--- config.mk ---
export PLATFORM = sky130hd
export DESIGN_NAME = uart_rx_os
export DESIGN_NICKNAME = d
export VERILOG_FILES = /design/src/rtl/uart_rx_os_pkg.sv /design/src/rtl/uart_rx_sync_fifo.sv /design/src/rtl/uart_rx_os.sv
export SDC_FILE = /design/constraint.sdc
export NUM_CORES = 1
export LEC_CHECK = 0
export ABC_AREA = 1
export BUFFER_PORTS_ARGS = -buffer_cell sky130_fd_sc_hd__buf_4
export CORE_MARGIN = 3
export CORE_UTILIZATION = 30
export CTS_CLUSTER_DIAMETER = 40
export DETAILED_ROUTE_END_ITERATION = 7
export PLACE_DENSITY = 0.52
export SETUP_SLACK_MARGIN = 0.05
export SLEW_MARGIN = 20
export SYNTH_ARGS = -nofsm -noshare
export SYNTH_HDL_FRONTEND = slang
export SYNTH_SLANG_ARGS = --single-unit
--- constraint.sdc ---
create_clock -name clk -period 3.9 [get_ports clk]
set_input_delay 0.78 -clock clk [delete_from_list [all_inputs] [get_ports clk]]
set_output_delay 0.78 -clock clk [all_outputs]
set_load 0.02 [all_outputs]
--- src/rtl/uart_rx_os_pkg.sv ---
`default_nettype none
// +----------------------------------------------------------------------+
// | uart_rx_os_pkg : shared types and entry layout for uart_rx_os        |
// | Rev 1.0                                                              |
// +----------------------------------------------------------------------+
package uart_rx_os_pkg;

  typedef enum logic [1:0] {
    PAR_NONE = 2'b00,
    PAR_EVEN = 2'b01,
    PAR_ODD  = 2'b10
  } parity_mode_t;

  typedef enum logic [2:0] {
    ST_IDLE       = 3'd0,
    ST_START      = 3'd1,
    ST_DATA       = 3'd2,
    ST_PARITY     = 3'd3,
    ST_STOP       = 3'd4,
    ST_BREAK_WAIT = 3'd5
  } rx_state_t;

  // FIFO entry = {data, break, frame_err, parity_err}; flags sit in the low bits.
  localparam int ENT_PERR  = 0;
  localparam int ENT_FERR  = 1;
  localparam int ENT_BRK   = 2;
  localparam int ENT_FLAGS = 3;

  function automatic parity_mode_t decode_parity(input logic [1:0] mode);
    return (mode == 2'b11) ? PAR_NONE : parity_mode_t'(mode);
  endfunction

endpackage
`default_nettype wire

--- src/rtl/uart_rx_sync_fifo.sv ---
`default_nettype none
// +----------------------------------------------------------------------+
// | uart_rx_sync_fifo : synchronous show-ahead FIFO, power-of-two depth  |
// | Rev 1.0                                                              |
// +----------------------------------------------------------------------+
module uart_rx_sync_fifo #(
  parameter int WIDTH = 11,
  parameter int DEPTH = 8
) (
  input  logic                       clk,
  input  logic                       rst,
  input  logic                       push_i,
  input  logic [WIDTH-1:0]           data_i,
  input  logic                       pop_i,
  output logic [WIDTH-1:0]           data_o,
  output logic                       full_o,
  output logic                       empty_o,
  output logic [$clog2(DEPTH):0]     level_o
);

  localparam int AW = $clog2(DEPTH);

  logic [WIDTH-1:0] mem_q [DEPTH];
  logic [AW-1:0]    wr_ptr_q;
  logic [AW-1:0]    rd_ptr_q;
  logic [AW:0]      level_q;
  logic             w_do_push;
  logic             w_do_pop;

  assign empty_o   = (level_q == '0);
  assign full_o    = (level_q == (AW+1)'(DEPTH));
  assign w_do_pop  = pop_i && !empty_o;
  // A push into a full FIFO is only accepted when a pop frees a slot on the same edge.
  assign w_do_push = push_i && (!full_o || w_do_pop);
  assign data_o    = empty_o ? '0 : mem_q[rd_ptr_q];
  assign level_o   = level_q;

  always_ff @(posedge clk) begin
    if (rst) begin
      wr_ptr_q <= '0;
      rd_ptr_q <= '0;
      level_q  <= '0;
    end else begin
      if (w_do_push) wr_ptr_q <= wr_ptr_q + 1'b1;
      if (w_do_pop)  rd_ptr_q <= rd_ptr_q + 1'b1;
      case ({w_do_push, w_do_pop})
        2'b10:   level_q <= level_q + 1'b1;
        2'b01:   level_q <= level_q - 1'b1;
        default: level_q <= level_q;
      endcase
    end
  end

  always_ff @(posedge clk) begin
    if (w_do_push) mem_q[wr_ptr_q] <= data_i;
  end

endmodule
`default_nettype wire

--- src/rtl/uart_rx_os.sv ---
`default_nettype none
// +----------------------------------------------------------------------+
// | uart_rx_os : oversampling UART receiver with majority vote and FIFO  |
// | Rev 1.0                                                              |
// +----------------------------------------------------------------------+
module uart_rx_os
  import uart_rx_os_pkg::*;
#(
  parameter int DATA_BITS  = 8,
  parameter int OVERSAMPLE = 16,
  parameter int FIFO_DEPTH = 8
) (
  input  logic                          clk,
  input  logic                          rst,
  input  logic                          rx,
  input  logic [15:0]                   baud_div,
  input  logic [1:0]                    parity_mode,
  input  logic                          two_stop,
  output logic [DATA_BITS-1:0]          rd_data,
  output logic                          rd_parity_err,
  output logic                          rd_frame_err,
  output logic                          rd_break,
  output logic                          rd_valid,
  input  logic                          rd_ready,
  output logic                          overrun,
  input  logic                          overrun_clr,
  output logic [$clog2(FIFO_DEPTH):0]   fifo_level
);

  localparam int SW = $clog2(OVERSAMPLE);
  localparam int EW = DATA_BITS + ENT_FLAGS;
  localparam logic [SW-1:0] S_LO   = SW'(OVERSAMPLE/2 - 1);
  localparam logic [SW-1:0] S_MID  = SW'(OVERSAMPLE/2);
  localparam logic [SW-1:0] S_HI   = SW'(OVERSAMPLE/2 + 1);
  localparam logic [SW-1:0] S_LAST = SW'(OVERSAMPLE - 1);

  logic                 rx_meta_q, rxs_q;
  logic [15:0]          presc_q, presc_d;
  logic [15:0]          div_q;
  rx_state_t            state_q;
  logic [SW-1:0]        sub_q;
  logic [3:0]           bit_q;
  logic [1:0]           vote_q;
  logic [DATA_BITS-1:0] shift_q;
  parity_mode_t         par_q;
  logic                 two_stop_q;
  logic                 perr_q, ferr_q, par_bit_q;
  logic                 stop_idx_q, first_stop_zero_q;
  logic                 push_q;
  logic [EW-1:0]        entry_q;
  logic                 overrun_q;

  logic                 w_tick, w_maj, w_par_en, w_last_stop;
  logic                 w_first_zero, w_break, w_ferr;
  logic [15:0]          w_div;
  logic [EW-1:0]        w_head;
  logic                 w_full, w_empty;

  always_ff @(posedge clk) begin
    if (rst) begin
      rx_meta_q <= 1'b1;
      rxs_q     <= 1'b1;
    end else begin
      rx_meta_q <= rx;
      rxs_q     <= rx_meta_q;
    end
  end

  // Live divisor only while hunting for a start bit; the latched copy governs a frame.
  assign w_div   = (state_q == ST_IDLE) ? baud_div : div_q;
  assign w_tick  = (presc_q >= w_div);
  assign presc_d = w_tick ? '0 : presc_q + 16'd1;

  always_ff @(posedge clk) begin
    if (rst) presc_q <= '0;
    else     presc_q <= presc_d;
  end

  assign w_maj        = (vote_q[0] & vote_q[1]) | (vote_q[0] & rxs_q) | (vote_q[1] & rxs_q);
  assign w_par_en     = (par_q != PAR_NONE);
  assign w_last_stop  = (stop_idx_q == two_stop_q);
  assign w_first_zero = stop_idx_q ? first_stop_zero_q : ~w_maj;
  assign w_break      = (shift_q == '0) && !(w_par_en && par_bit_q) && w_first_zero;
  assign w_ferr       = ferr_q | ~w_maj;

  always_ff @(posedge clk) begin
    if (rst) begin
      state_q           <= ST_IDLE;
      sub_q             <= '0;
      bit_q             <= '0;
      vote_q            <= '0;
      shift_q           <= '0;
      par_q             <= PAR_NONE;
      two_stop_q        <= 1'b0;
      div_q             <= '0;
      perr_q            <= 1'b0;
      ferr_q            <= 1'b0;
      par_bit_q         <= 1'b0;
      stop_idx_q        <= 1'b0;
      first_stop_zero_q <= 1'b0;
      push_q            <= 1'b0;
      entry_q           <= '0;
    end else begin
      push_q <= 1'b0;
      if (w_tick) begin
        if (state_q != ST_IDLE && state_q != ST_BREAK_WAIT)
          sub_q <= (sub_q == S_LAST) ? '0 : sub_q + 1'b1;
        if (sub_q == S_LO)  vote_q[0] <= rxs_q;
        if (sub_q == S_MID) vote_q[1] <= rxs_q;
        unique case (state_q)
          ST_IDLE: begin
            if (!rxs_q) begin
              // The detecting tick counts as sample 0 of the start bit.
              state_q    <= ST_START;
              sub_q      <= SW'(1);
              par_q      <= decode_parity(parity_mode);
              two_stop_q <= two_stop;
              div_q      <= baud_div;
              bit_q      <= '0;
              perr_q     <= 1'b0;
              ferr_q     <= 1'b0;
              par_bit_q  <= 1'b0;
              stop_idx_q <= 1'b0;
            end
          end
          ST_START: begin
            if (sub_q == S_HI && w_maj) state_q <= ST_IDLE;
            else if (sub_q == S_LAST)   state_q <= ST_DATA;
          end
          ST_DATA: begin
            if (sub_q == S_HI) shift_q <= {w_maj, shift_q[DATA_BITS-1:1]};
            if (sub_q == S_LAST) begin
              if (bit_q == 4'(DATA_BITS - 1)) state_q <= w_par_en ? ST_PARITY : ST_STOP;
              else                            bit_q   <= bit_q + 1'b1;
            end
          end
          ST_PARITY: begin
            if (sub_q == S_HI) begin
              par_bit_q <= w_maj;
              perr_q    <= w_maj ^ (^shift_q) ^ (par_q == PAR_ODD);
            end
            if (sub_q == S_LAST) state_q <= ST_STOP;
          end
          ST_STOP: begin
            if (sub_q == S_HI) begin
              ferr_q <= w_ferr;
              if (!stop_idx_q) first_stop_zero_q <= ~w_maj;
              if (w_last_stop) begin
                push_q  <= 1'b1;
                entry_q <= w_break ? {{DATA_BITS{1'b0}}, 3'b110}
                                   : {shift_q, 1'b0, w_ferr, perr_q};
                state_q <= w_break ? ST_BREAK_WAIT : ST_IDLE;
              end
            end else if (sub_q == S_LAST) begin
              stop_idx_q <= 1'b1;
            end
          end
          ST_BREAK_WAIT: begin
            if (rxs_q) state_q <= ST_IDLE;
          end
          default: state_q <= ST_IDLE;
        endcase
      end
    end
  end

  uart_rx_sync_fifo #(
    .WIDTH (EW),
    .DEPTH (FIFO_DEPTH)
  ) u_fifo (
    .clk     (clk),
    .rst     (rst),
    .push_i  (push_q),
    .data_i  (entry_q),
    .pop_i   (rd_ready),
    .data_o  (w_head),
    .full_o  (w_full),
    .empty_o (w_empty),
    .level_o (fifo_level)
  );

  // A fresh overrun beats a simultaneous clear.
  always_ff @(posedge clk) begin
    if (rst)                                overrun_q <= 1'b0;
    else if (push_q && w_full && !rd_ready) overrun_q <= 1'b1;
    else if (overrun_clr)                   overrun_q <= 1'b0;
  end

  assign overrun       = overrun_q;
  assign rd_valid      = !w_empty;
  assign rd_data       = w_head[EW-1:ENT_FLAGS];
  assign rd_break      = w_head[ENT_BRK];
  assign rd_frame_err  = w_head[ENT_FERR];
  assign rd_parity_err = w_head[ENT_PERR];

endmodule
`default_nettype wire
# == After elaboration in Yosys (flattened, before gate mapping) ==
# Memory sizes are Yosys's and may differ from the RTL's. A register that Yosys moved wholly into a read port is not among the register bits.
# Cells that the tools add are included.
# word_totals
register_bits,86
ram_bits,88
input_bits,24
mem_count,1
# op_classes
n_addsub,7
order_cmp,1
n_eq_ne,29
mux,43
bitwise,13
reduce_logical,38
# memory_table
memory,words,word_bits,rd,rd_clocked_by_memory_dff,write_ports,line,rtl
u_fifo.mem_q,8,11,1,1,1,uart_rx_sync_fifo.sv:23,logic [WIDTH-1:0] mem_q [DEPTH];
# op_table
cell,n
$mux W3,13
$mux W4,7
$mux W11,2
$ne A2 B2 Y1 const B,11
$pmux W3 S6,1
$add A16 B1 Y16 const B,1
$eq A4 B4 Y1 const B,4
$ge A16 B16 Y1,1
$mux W16,1
$pmux W4 S2,2
$add A4 B1 Y4 const B,3
$mux W1,12
$reduce_and A4 Y1,3
$reduce_bool A2 Y1,6
$reduce_and A5 Y1,2
$logic_and A1 B1 Y1,9
$reduce_and A3 Y1,3
$reduce_and A9 Y1,1
$eq A4 B3 Y1 const B,2
$logic_not A8 Y1,1
$pmux W1 S2,4
$reduce_xor A8 Y1,1
$add A3 B1 Y3 const B,2
$eq A2 B2 Y1 const B,3
20 further kinds,36

# == Longest topological paths before layout ==
# Gate-level depths: netlist (run 1).
# depth
depth_word,10
mapped_depth,22
depth_no_buf,19

# == Modules after synthesis ==
# From an unflattened synthesis (run 1), not the netlist that was laid out.
# hier_totals
cells_unflattened,1005
area_unflattened_um2,8689.6
# by_module_without_submodules
module,n_inst,cells_each,area_each_um2,seq_area_each_um2
uart_rx_os,1,647,4485.6,1521.5
uart_rx_sync_fifo,1,358,4204.0,2902.8

# == Least setup slack after synthesis (run 1) ==
# No wires, ideal clock.
# synth_timing
path_type,register -> register
startpoint,register state_q[2]
endpoint,register div_q[10]
setup_time_ns,0.116
arrival_time_ns,2.388
t_required_ns,3.784
path_slack_ns,1.396
stages_incl_launch_ff,21
n_path_buf,4
period_less_slack_ns,2.504
cell_sequence,dfxtp_1 > nor2_1 > nand2_1 > buf_4 > buf_2 > mux2i_1 > ha_1 > nand2_1 > nand2_1 > nand2_1 > nand2_1 > nor2_1 > nand2_1 > nand2_1 > nand2_1 > nand2_1 > buf_6 > inv_2 > buf_4 > nor2_1 > nor2_1
# synth_between
elab_chain_len,4
# synth_rtl
item,line,rtl
"start, declared",uart_rx_os.sv:40,rx_state_t state_q;
"start signal, assigned",uart_rx_os.sv:133,if (bit_q == 4'(DATA_BITS - 1)) state_q <= w_par_en ? ST_PARITY : ST_STOP;
"start signal, assigned",uart_rx_os.sv:152,state_q <= w_break ? ST_BREAK_WAIT : ST_IDLE;
$logic_not A3 Y1 (*),"uart_rx_os.sv:70, uart_rx_os.sv:110",
$mux W16,uart_rx_os.sv:70,assign w_div = (state_q == ST_IDLE) ? baud_div : div_q;
$ge A16 B16 Y1,uart_rx_os.sv:71,assign w_tick = (presc_q >= w_div);
$reduce_and A3 Y1 (no source line) (*),--,
"end signal, assigned",uart_rx_os.sv:118,div_q <= baud_div;
"end, declared",uart_rx_os.sv:39,logic [15:0] div_q;
# Every way passes the cells marked *; elsewhere a longest branch is shown, timed or not.
# A chain may end at the register's enable or synchronous reset.

# == Final worst setup path (run 1) ==
# layout_timing
startpoint,register state_q[2]
endpoint,register par_q[0]
# layout_between
elab_chain_len,4
# layout_rtl
item,line,rtl
$logic_not A3 Y1 (*),"uart_rx_os.sv:70, uart_rx_os.sv:110",
$mux W16,uart_rx_os.sv:70,
$ge A16 B16 Y1,uart_rx_os.sv:71,
$reduce_and A3 Y1 (no source line) (*),--,
"end signal, assigned",uart_rx_os.sv:116,par_q <= decode_parity(parity_mode);
"end, declared",uart_rx_os.sv:45,parity_mode_t par_q;
# Marked as above.

==> results of run 1 <==
metal layers:
layer,wire (µm),global-route usage,up-vias,share of wire
met4,132,0.0348,0,0.0071
met5,0,0,-,0
met1,8840,0.165,2915,0.48
met2,9050,0.221,87,0.49
met3,483,0.0215,12,0.026
li1,-,-,3311,-
registers in the layout, indices dropped and copies added (netlist names), 2 cells and up, named ones only:
name,flops
sub_q,4
div_q,16
presc_q,16
state_q,3
vote_q,2
u_fifo.wr_ptr_q,3
shift_q,8
u_fifo.mem_q,88
bit_q,4
par_q,2
u_fifo.rd_ptr_q,3
entry_q,11
u_fifo.level_o,4
cell usage after synthesis (all sizes together):
cell type and number:
a22oi 1, ha 30, nor3 13, xnor2 4, or2 5, clkinv 1, dfxtp 89, edfxtp 88
mux2i 15, o21ai 97, nand3 29, o22ai 12, fa 1, nor4 1, a31oi 12, nand4 18
clkbuf 20, nor3b 1, buf 15, xor2 5, o211ai 2, nand2 163, inv 113, nor2 214
a21oi 34, nand3b 1
report_power, final:
group | internal, mW | switching (mW)
Sequential | 1.97 | 0.0289
Combinational | 0.380 | 0.719
Clock | 0.921 | 0.810
Total | 3.27 | 1.56
kinds of logic (layout without fill, tap and decap cells):
family	count (synthesis)	after routing
buffers and inverters	149	199
adders and majority gates	31	31
DFF	177	177
xor gates and xnor gates	9	9
and+or+nand+nor	445	445
AOI/OAI and AO/OA	158	158
muxes	15	15
worst paths after layout:
check        endpoint  cells after the start  startpoint  slack, ns
min reg2reg     rxs_q                      1   rx_meta_q       0.41
max          par_q[0]                     17  state_q[2]       0.61
max reg2reg  par_q[0]                     17  state_q[2]       0.61
min             rxs_q                      1   rx_meta_q       0.41
cell type report:
| type | instances | area share |
|---|---|---|
| sequential | 177 | 0.458 |
| clock inverter | 14 | 0.0169 |
| clock buffer | 18 | 0.0445 |
| inverter | 114 | 0.0443 |
| tap | 372 | 0.0482 |
| timing repair buffer | 53 | 0.0425 |
| multi-input combinational | 658 | 0.345 |
metrics by stage:
stage,utilization,power (mW),instances
floorplan,-,2.76,984
global placement,0.333,3.16,1374
detailed placement,0.333,3.16,1374
CTS,0.355,4.90,1406
global route,0.355,5.10,1406
finish,0.355,4.83,1406
==> qor.csv, run 1 <==
metric,value,unit
status,"complete, no violations",
cp.required,4.21,ns
post-place-ws,0.594,ns
io_buffers,40,
grt_pass1_vias,6110,
clk_path_buf_depth,2,
path_cells,"nor2_1, nand2_1, buf_12, mux2i_1, ha_1, nand2_1, inv_1, nand2_1, nand2_1, nor2_1, nand2_1, nand2_1, nand2_1, nand2_1, inv_2, nand3_1, o21ai_0",
firstDrtPassIters,5,
clk_pin_slew,0.07,ns
slew_headroom,0.451,
cp_max_fo,20,
ys_seq_elements,177,
ir_worst_vdd,0.235,mV
cp_slowest_stage_delay,0.49,ns
drtIter0Drc,360,
rsz0062_at_grt,false,
setup_tns,0,ns
finalHoldViolations,0,
yosys-top-cells-area,"edfxtp_1 (32%), dfxtp_1 (21%), nor2_1 (9.5%), nand2_1 (7.0%), o21ai_0 (5.3%)",
synth_top_family_by_area,simple AND/OR/NAND/NOR gates,
grt_max_degree,45,
clockRootBuffer,clkbuf_16,
synth-simple-area-share,0.224,
rows,60,
numCtsBuffers,17,
final_common_cell,nor2_1,
yosysSeqAreaShare,0.529,
io_pins,41,
multi_input_area,3330,µm²
place.gp.congestion,0.789,
fillers,2813,
max_freq,0.304,GHz
synth_top_cell_by_area,edfxtp_1,
wirelength,18500,µm
finalCritPeriodShare,0.844,
yosysWarnings,0,
dieHeight,173,µm
post_dp_cell_area,9060,µm²
hpwlAfterDp,12400,µm
finClkSkew,0.0157,ns
final_cell_mix,"nor2_1 (210), nand2_1 (156), inv_1 (107), dfxtp_1 (89)",
cp_data_arrival_time,3.60,ns
syn_area,8360,µm²
core,27200,µm²
drtAntennaViolNets,0,
ctsResizeCount,0,
p_leak,3.86,nW
grt_first_pass_wirelength,31300,µm
overflow,0,
cpMostUsedCell,nand2_1,
groute.usage.overall,0.128,
whs,0.411,ns
synth_top_area_frac,0.316,
synth-xor-area-share,0.00943,
area_growth,15.4,%
period_needed,3.29,ns
powerDensity,500,nW/µm²
dieArea,29900,µm²
ctsHoldBuffers,0,
setup_ws,0.609,ns
synth_compound_area_frac,0.0995,
tightest_slew,0.823,ns
synth_adder_area_share,0.0473,
drc,0,
finalInstanceArea,9650,µm²
clock_latency,0.43,ns
finalSetupViolations,0,
num_antenna_cells,0,
ys_types,40,
synth_fp_nets,1039,
drt-vias-per-instance,4.50,
muxShareOfSynthArea,0.0180,
path_class,reg2reg,
hp-class,reg2reg,
register_area,4420,µm²
crit_slowest_cell,nand2_1,
cts_sinks,177,
drive_gt1_frac,0.107,
grt_antenna_before_repair,0,
critPathBufInv,3,
fp.dieW,173,µm
synth_cells,984,
fin_nets,1076,
drv_cap,0,
cts_tree,built,
htreeDepth,4,
num_vias,6325,
worstSetupStartpointType,flop,
wire_per_inst,13.2,µm
endpoint_kind,flop,
cpLargestDelayFamily,simple AND/OR/NAND/NOR gates,
final_max_slew_viol_count,0,
syn_avg_cell_area,8.50,µm²
start_util,0.308,
post_cts_buffers,0,
Power figures use the tool's default switching activity.
==> inputs of run 2 (changes only) <==
--- a/config.mk
+++ b/config.mk
@@ -5,13 +5,13 @@
 export SDC_FILE = /design/constraint.sdc
 export NUM_CORES = 1
 export LEC_CHECK = 0
-export ABC_AREA = 1
+export ABC_AREA = 0
 export BUFFER_PORTS_ARGS = -buffer_cell sky130_fd_sc_hd__buf_4
 export CORE_MARGIN = 3
 export CORE_UTILIZATION = 30
 export CTS_CLUSTER_DIAMETER = 40
 export DETAILED_ROUTE_END_ITERATION = 7
-export PLACE_DENSITY = 0.52
+export PLACE_DENSITY = 0.53
 export SETUP_SLACK_MARGIN = 0.05
 export SLEW_MARGIN = 20
 export SYNTH_ARGS = -nofsm -noshare
==> constraint.sdc (replaced) <==
create_clock -name clk -period 2.8 [get_ports clk]
set_input_delay 0.56 -clock clk [delete_from_list [all_inputs] [get_ports clk]]
set_output_delay 0.56 -clock clk [all_outputs]
set_load 0.02 [all_outputs]
==> qor.csv, run 2 <==
metric,value,unit
status,finished with violations,
violations,setup timing,
synthTopCellsByCount,"dfxtp_1 (89), edfxtp_1 (88), nor2_1 (87)",
overflow,0,
dp_cells,1039,
worst-r2r-setup-slack,-0.16,ns
groute.usage.overall,0.127,
setup_ws,-0.162,ns
path_cells,"or2_4, nor2_4, buf_4, buf_12, mux2i_1, ha_1, nand4_4, nor2_4, nand4b_4, and3_4, buf_12, o311ai_2, o41ai_2",
drv_cap,0,
switchingPower,1.19,mW
io_pins,41,
whs,0.342,ns
synthMostInstantiatedCell,dfxtp_1,
drtAntennaViolNets,0,
start_util,0.306,
firstDrtPassIters,5,
cts_sinks,177,
drive_gt1_frac,0.298,
htreeDepth,4,
largest_register_ffs,88,
drt-vias-per-instance,4.90,
grt_first_pass_wirelength,28600,µm
syn_avg_cell_area,12.2,µm²
switching_share,0.227,
max_freq,0.338,GHz
hp-class,in2reg,
syn_area,7980,µm²
finClkSkew,0.0149,ns
fp.dieW,169,µm
clk_pin_slew,0.07,ns
clkPwrFrac,0.458,
reg.largest.list,"u_fifo.mem_q: 88 flops, div_q: 16 flops, presc_q: 16 flops",
cp_slowest_stage_delay,0.35,ns
yosysSeqAreaShare,0.554,
worstSetupStartpointType,flop,
p_leak,3.91,nW
final_max_slew_viol_count,0,
rsz0062_at_grt,true,
grt_antenna_before_repair,0,
intPower,4.06,mW
finalCritPeriodShare,1.06,
crit_slowest_cell,o311ai_2,
slew_headroom,0.262,
rows,59,
core,26100,µm²
hpwlAfterDp,11600,µm
yosysWarnings,0,
ys_types,61,
p_seq_frac,0.514,
grt_pass1_vias,5242,
synth_top_area_frac,0.331,
finish.utilization,0.394,
dieHeight,169,µm
cp_data_arrival_time,3.26,ns
yosys-top-cells-area,"edfxtp_1 (33%), dfxtp_1 (22%), mux2i_1 (6.6%), mux4_2 (6.2%), ha_1 (4.7%)",
synth_cells,656,
place.gp.congestion,0.745,
power,5.25,mW
grt_max_degree,31,
area_growth,29.0,%
synthArstFlopShare,0,
drtIter0Drc,305,
ys.flop_type,dfxtp_1,
dieArea,28600,µm²
clock_latency,0.43,ns
p_comb_frac,0.028,
ir_worst_vdd,0.314,mV
synth_top_cell_by_area,edfxtp_1,
num_vias,5346,
powerDensity,510,nW/µm²
wirelength,18200,µm
top_register,u_fifo.mem_q,
num_antenna_cells,0,
fin_cells,1090,
drc,0,
cts_tree,built,
ys_seq_elements,177,
endpoint_kind,flop,
fin_nets,797,
finalHoldViolations,0,
wire_per_inst,16.7,µm
synth_fp_nets,711,
period_needed,2.96,ns
path_class,reg2reg,
clockRootBuffer,clkbuf_16,
numCtsBuffers,17,
cp_max_fo,8,
io_buffers,40,
post-place-ws,-0.379,ns
final_cell_mix,"dfxtp_1 (88), edfxtp_1 (88), buf_4 (78), nor2_1 (74), mux2i_1 (51)",
cp.required,3.10,ns
finalSetupViolations,62,
tightest_slew,1.11,ns
synth-edff-count,88,
clk_path_buf_depth,2,
[run 2: cell count changes in the layout (fill, tap and decap cells not counted), sizes merged, moves of 18 or more]
cell   previous run  this run
o21ai            97        14
mux2i            15        53
mux4              0        22
buf              53        97
nand2           163        37
inv             122        28
nand3            29        11
nor2            214        88
[run 2: cells by family (layout without fill, tap and decap cells)]
| group | count (synthesis) | in the layout | synth area share |
|---|---|---|---|
| flip-flops | 177 | 177 | 0.554 |
| buffers and inverters | 53 | 150 | 0.0271 |
| AND/OR/NAND/NOR | 196 | 198 | 0.120 |
| XOR/XNOR | 26 | 26 | 0.0285 |
| AO/OA/AOI/OAI | 96 | 96 | 0.0892 |
| adder cells (fa/ha/maj) | 32 | 32 | 0.0508 |
| multiplexers | 76 | 76 | 0.130 |
[run 2: path summary, 6_finish.rpt]
path | start | endpoint | cells after the start
setup / recovery | state_q[2] | entry_q[5] | 13
hold / removal | rx | rx_meta_q | 2
setup reg to reg | state_q[2] | entry_q[5] | 13
hold reg to reg | rx_meta_q | rxs_q | 1
[run 2: power by group through the flow]
stage	sequential [mW]	clock, mW	combinational [mW]
CTS	2.70	2.47	0.134
floorplan	2.76	0	0.0653
detailed placement	2.76	0	0.119
finish	2.70	2.41	0.145
global route	2.70	2.58	0.160
global placement	2.76	0	0.119
[run 2: cell type report]
type | count | area [µm²]
fillers | 2510 | 15800
multi-input cells | 428 | 3820
inverters | 20 | 75.1
repair buffers | 98 | 958
well taps | 335 | 419
clock buffers | 18 | 439
flip-flops and latches | 177 | 4430
clock inverters | 14 | 160
[run 2: critical path: cells and delay by family (launching register included)]
family / cells / cell delay (ns)
AO/OA/AOI/OAI: 2 / 0.48
AND/OR/NAND/NOR: 6 / 1.19
flip-flops: 1 / 0.32
multiplexers: 1 / 0.08
adder cells (fa/ha/maj): 1 / 0.33
buffers and inverters: 3 / 0.42
[run 2: per-stage QoR]
step,TNS (ns),cell area (µm²)
5_1_grt,-15.03,10300
3_5_place_dp,-19.15,9030
3_3_place_gp,-17.73,9030
2_1_floorplan,-10.49,8090
6_report,-3.71,10300
4_1_cts,-4.94,9870
[run 2: timing repair]
action	in CTS	in global routing
endpoints found under the setup margin	73	73
cloned	3	3
resized for setup	32	60
setup buffers	5	9
hold buffers	0	0
pin swaps	16	25
[run 2: per-layer routing]
metal / GRT usage / share of wire / up-vias
met4: 0.0338 / 0.011 / 0
met5: 0 / 0 / -
li1: - / - / 2621
met2: 0.216 / 0.51 / 95
met1: 0.164 / 0.45 / 2613
met3: 0.0298 / 0.033 / 17
==> inputs of run 3 (changes only) <==
--- a/config.mk
+++ b/config.mk
@@ -11,7 +11,7 @@
 export CORE_UTILIZATION = 30
 export CTS_CLUSTER_DIAMETER = 40
 export DETAILED_ROUTE_END_ITERATION = 7
-export PLACE_DENSITY = 0.53
+export PLACE_DENSITY_LB_ADDON = 0.08
 export SETUP_SLACK_MARGIN = 0.05
 export SLEW_MARGIN = 20
 export SYNTH_ARGS = -nofsm -noshare
==> qor.csv, run 3 (synthesis results as in run 2) <==
metric,value,unit
cp_data_arrival_time,3.23,ns
whs,0.320,ns
final_cell_mix,"edfxtp_1 (88), dfxtp_1 (87), nor2_1 (74), buf_4 (71), mux2i_1 (45)",
reg.largest.list,"u_fifo.mem_q: 88 flops, div_q: 16 flops, presc_q: 16 flops",
core,26100,µm²
endpoint_kind,flop,
drt-vias-per-instance,4.88,
dieHeight,169,µm
dieArea,28600,µm²
num_antenna_cells,0,
slew_headroom,0.522,
cts_tree,built,
ir_worst_vdd,0.278,mV
place.gp.congestion,0.761,
final_common_cell,edfxtp_1,
htreeDepth,4,
cp.required,3.11,ns
drtAntennaViolNets,0,
numCtsBuffers,17,
clk_pin_slew,0.07,ns
wire_per_inst,17.3,µm
drive_gt1_frac,0.287,
firstDrtPassIters,4,
powerDensity,530,nW/µm²
finish.utilization,0.390,
max_freq,0.343,GHz
p_leak,3.80,nW
fp.dieW,169,µm
worstSetupStartpointType,flop,
rsz0062_at_grt,true,
fin_nets,790,
hp-class,in2reg,
grt_antenna_before_repair,0,
start_util,0.306,
post-place-ws,-0.339,ns
clk_path_buf_depth,2,
cts_sinks,177,
violations,setup timing,
final_max_slew_viol_count,0,
num_vias,5288,
hpwlAfterDp,12500,µm
grt_first_pass_wirelength,29700,µm
finalCritPeriodShare,1.04,
wirelength,18700,µm
status,finished with violations,
period_needed,2.92,ns
path_class,reg2reg,
drtIter0Drc,322,
setup_ws,-0.120,ns
finClkSkew,0.0153,ns
top_register,u_fifo.mem_q,
cp_max_fo,6,
overflow,0,
finalSetupViolations,66,
clockRootBuffer,clkbuf_16,
grt_max_degree,42,
groute.usage.overall,0.134,
ctsHoldBuffers,0,
io_pins,41,
drv_cap,0,
area_growth,27.6,%
finalHoldViolations,0,
rows,59,
tightest_slew,0.717,ns
worst-r2r-setup-slack,-0.12,ns
largest_register_ffs,88,
grt_pass1_vias,5425,
clock_latency,0.43,ns
io_buffers,40,
drc,0,
## run 3: metal layers
layer	up-vias	track usage	routed length (µm)
met5	-	0	0
met4	0	0.0327	177
met3	12	0.0317	471
met2	67	0.233	9720
met1	2600	0.168	8350
li1	2609	-	-
## run 3: area by class of cell
class | count | area (µm²)
Clock buffer | 17 | 425
Clock inverter | 15 | 209
Fill cell | 2541 | 15900
Inverter | 20 | 75.1
Multi-Input combinational cell | 427 | 3750
Sequential cell | 177 | 4430
Tap cell | 335 | 419
Timing Repair Buffer | 92 | 880
## run 3: timing repair
item,in CTS,in global routing
gates cloned,2,2
pin swaps,26,13
endpoints found under the hold margin,0,0
gates resized for setup,50,35
buffers inserted,5,5
setup endpoints to repair,73,73
## run 3: final timing paths
path	from	endpoint	cells past startpoint
worst min-delay path	rx	rx_meta_q	2
worst max-delay path	state_q[2]	entry_q[7]	14
worst min register to register	rx_meta_q	rxs_q	1
worst max register to register	state_q[2]	entry_q[7]	14
## run 3: where the power goes
part | internal (mW) | total [mW] | leakage [nW] | switching (mW)
clock | 1.45 | 2.56 | 0.308 | 1.11
sequential | 2.69 | 2.70 | 1.74 | 0.00557
combinational | 0.0644 | 0.141 | 1.75 | 0.0761
total | 4.21 | 5.40 | 3.80 | 1.19
## run 3: stage by stage
step / setup TNS (ns) / total power [mW] / std cells / instance area [µm²]
2_1_floorplan: -10.49 / 2.82 / 656 / 8090
5_1_grt: -15.19 / 5.62 / 1083 / 10200
3_3_place_gp: -12.24 / 2.88 / 1039 / 9000
4_1_cts: -6.73 / 5.47 / 1078 / 9960
6_report: -4.34 / 5.40 / 1083 / 10200
3_5_place_dp: -17.64 / 2.88 / 1039 / 9000
## run 3: critical path, stage by stage, from the launching register on
cell and delay, ns:
dfxtp_2 0.32, or2_4 0.26, nor2_4 0.12, buf_4 0.13, buf_12 0.13, mux2i_4 0.26
ha_4 0.24, nand4_1 0.15, nor2_4 0.07, buf_6 0.12, a221oi_4 0.31, and3_4 0.33
clkbuf_16 0.18, o311ai_1 0.10, o41ai_1 0.10
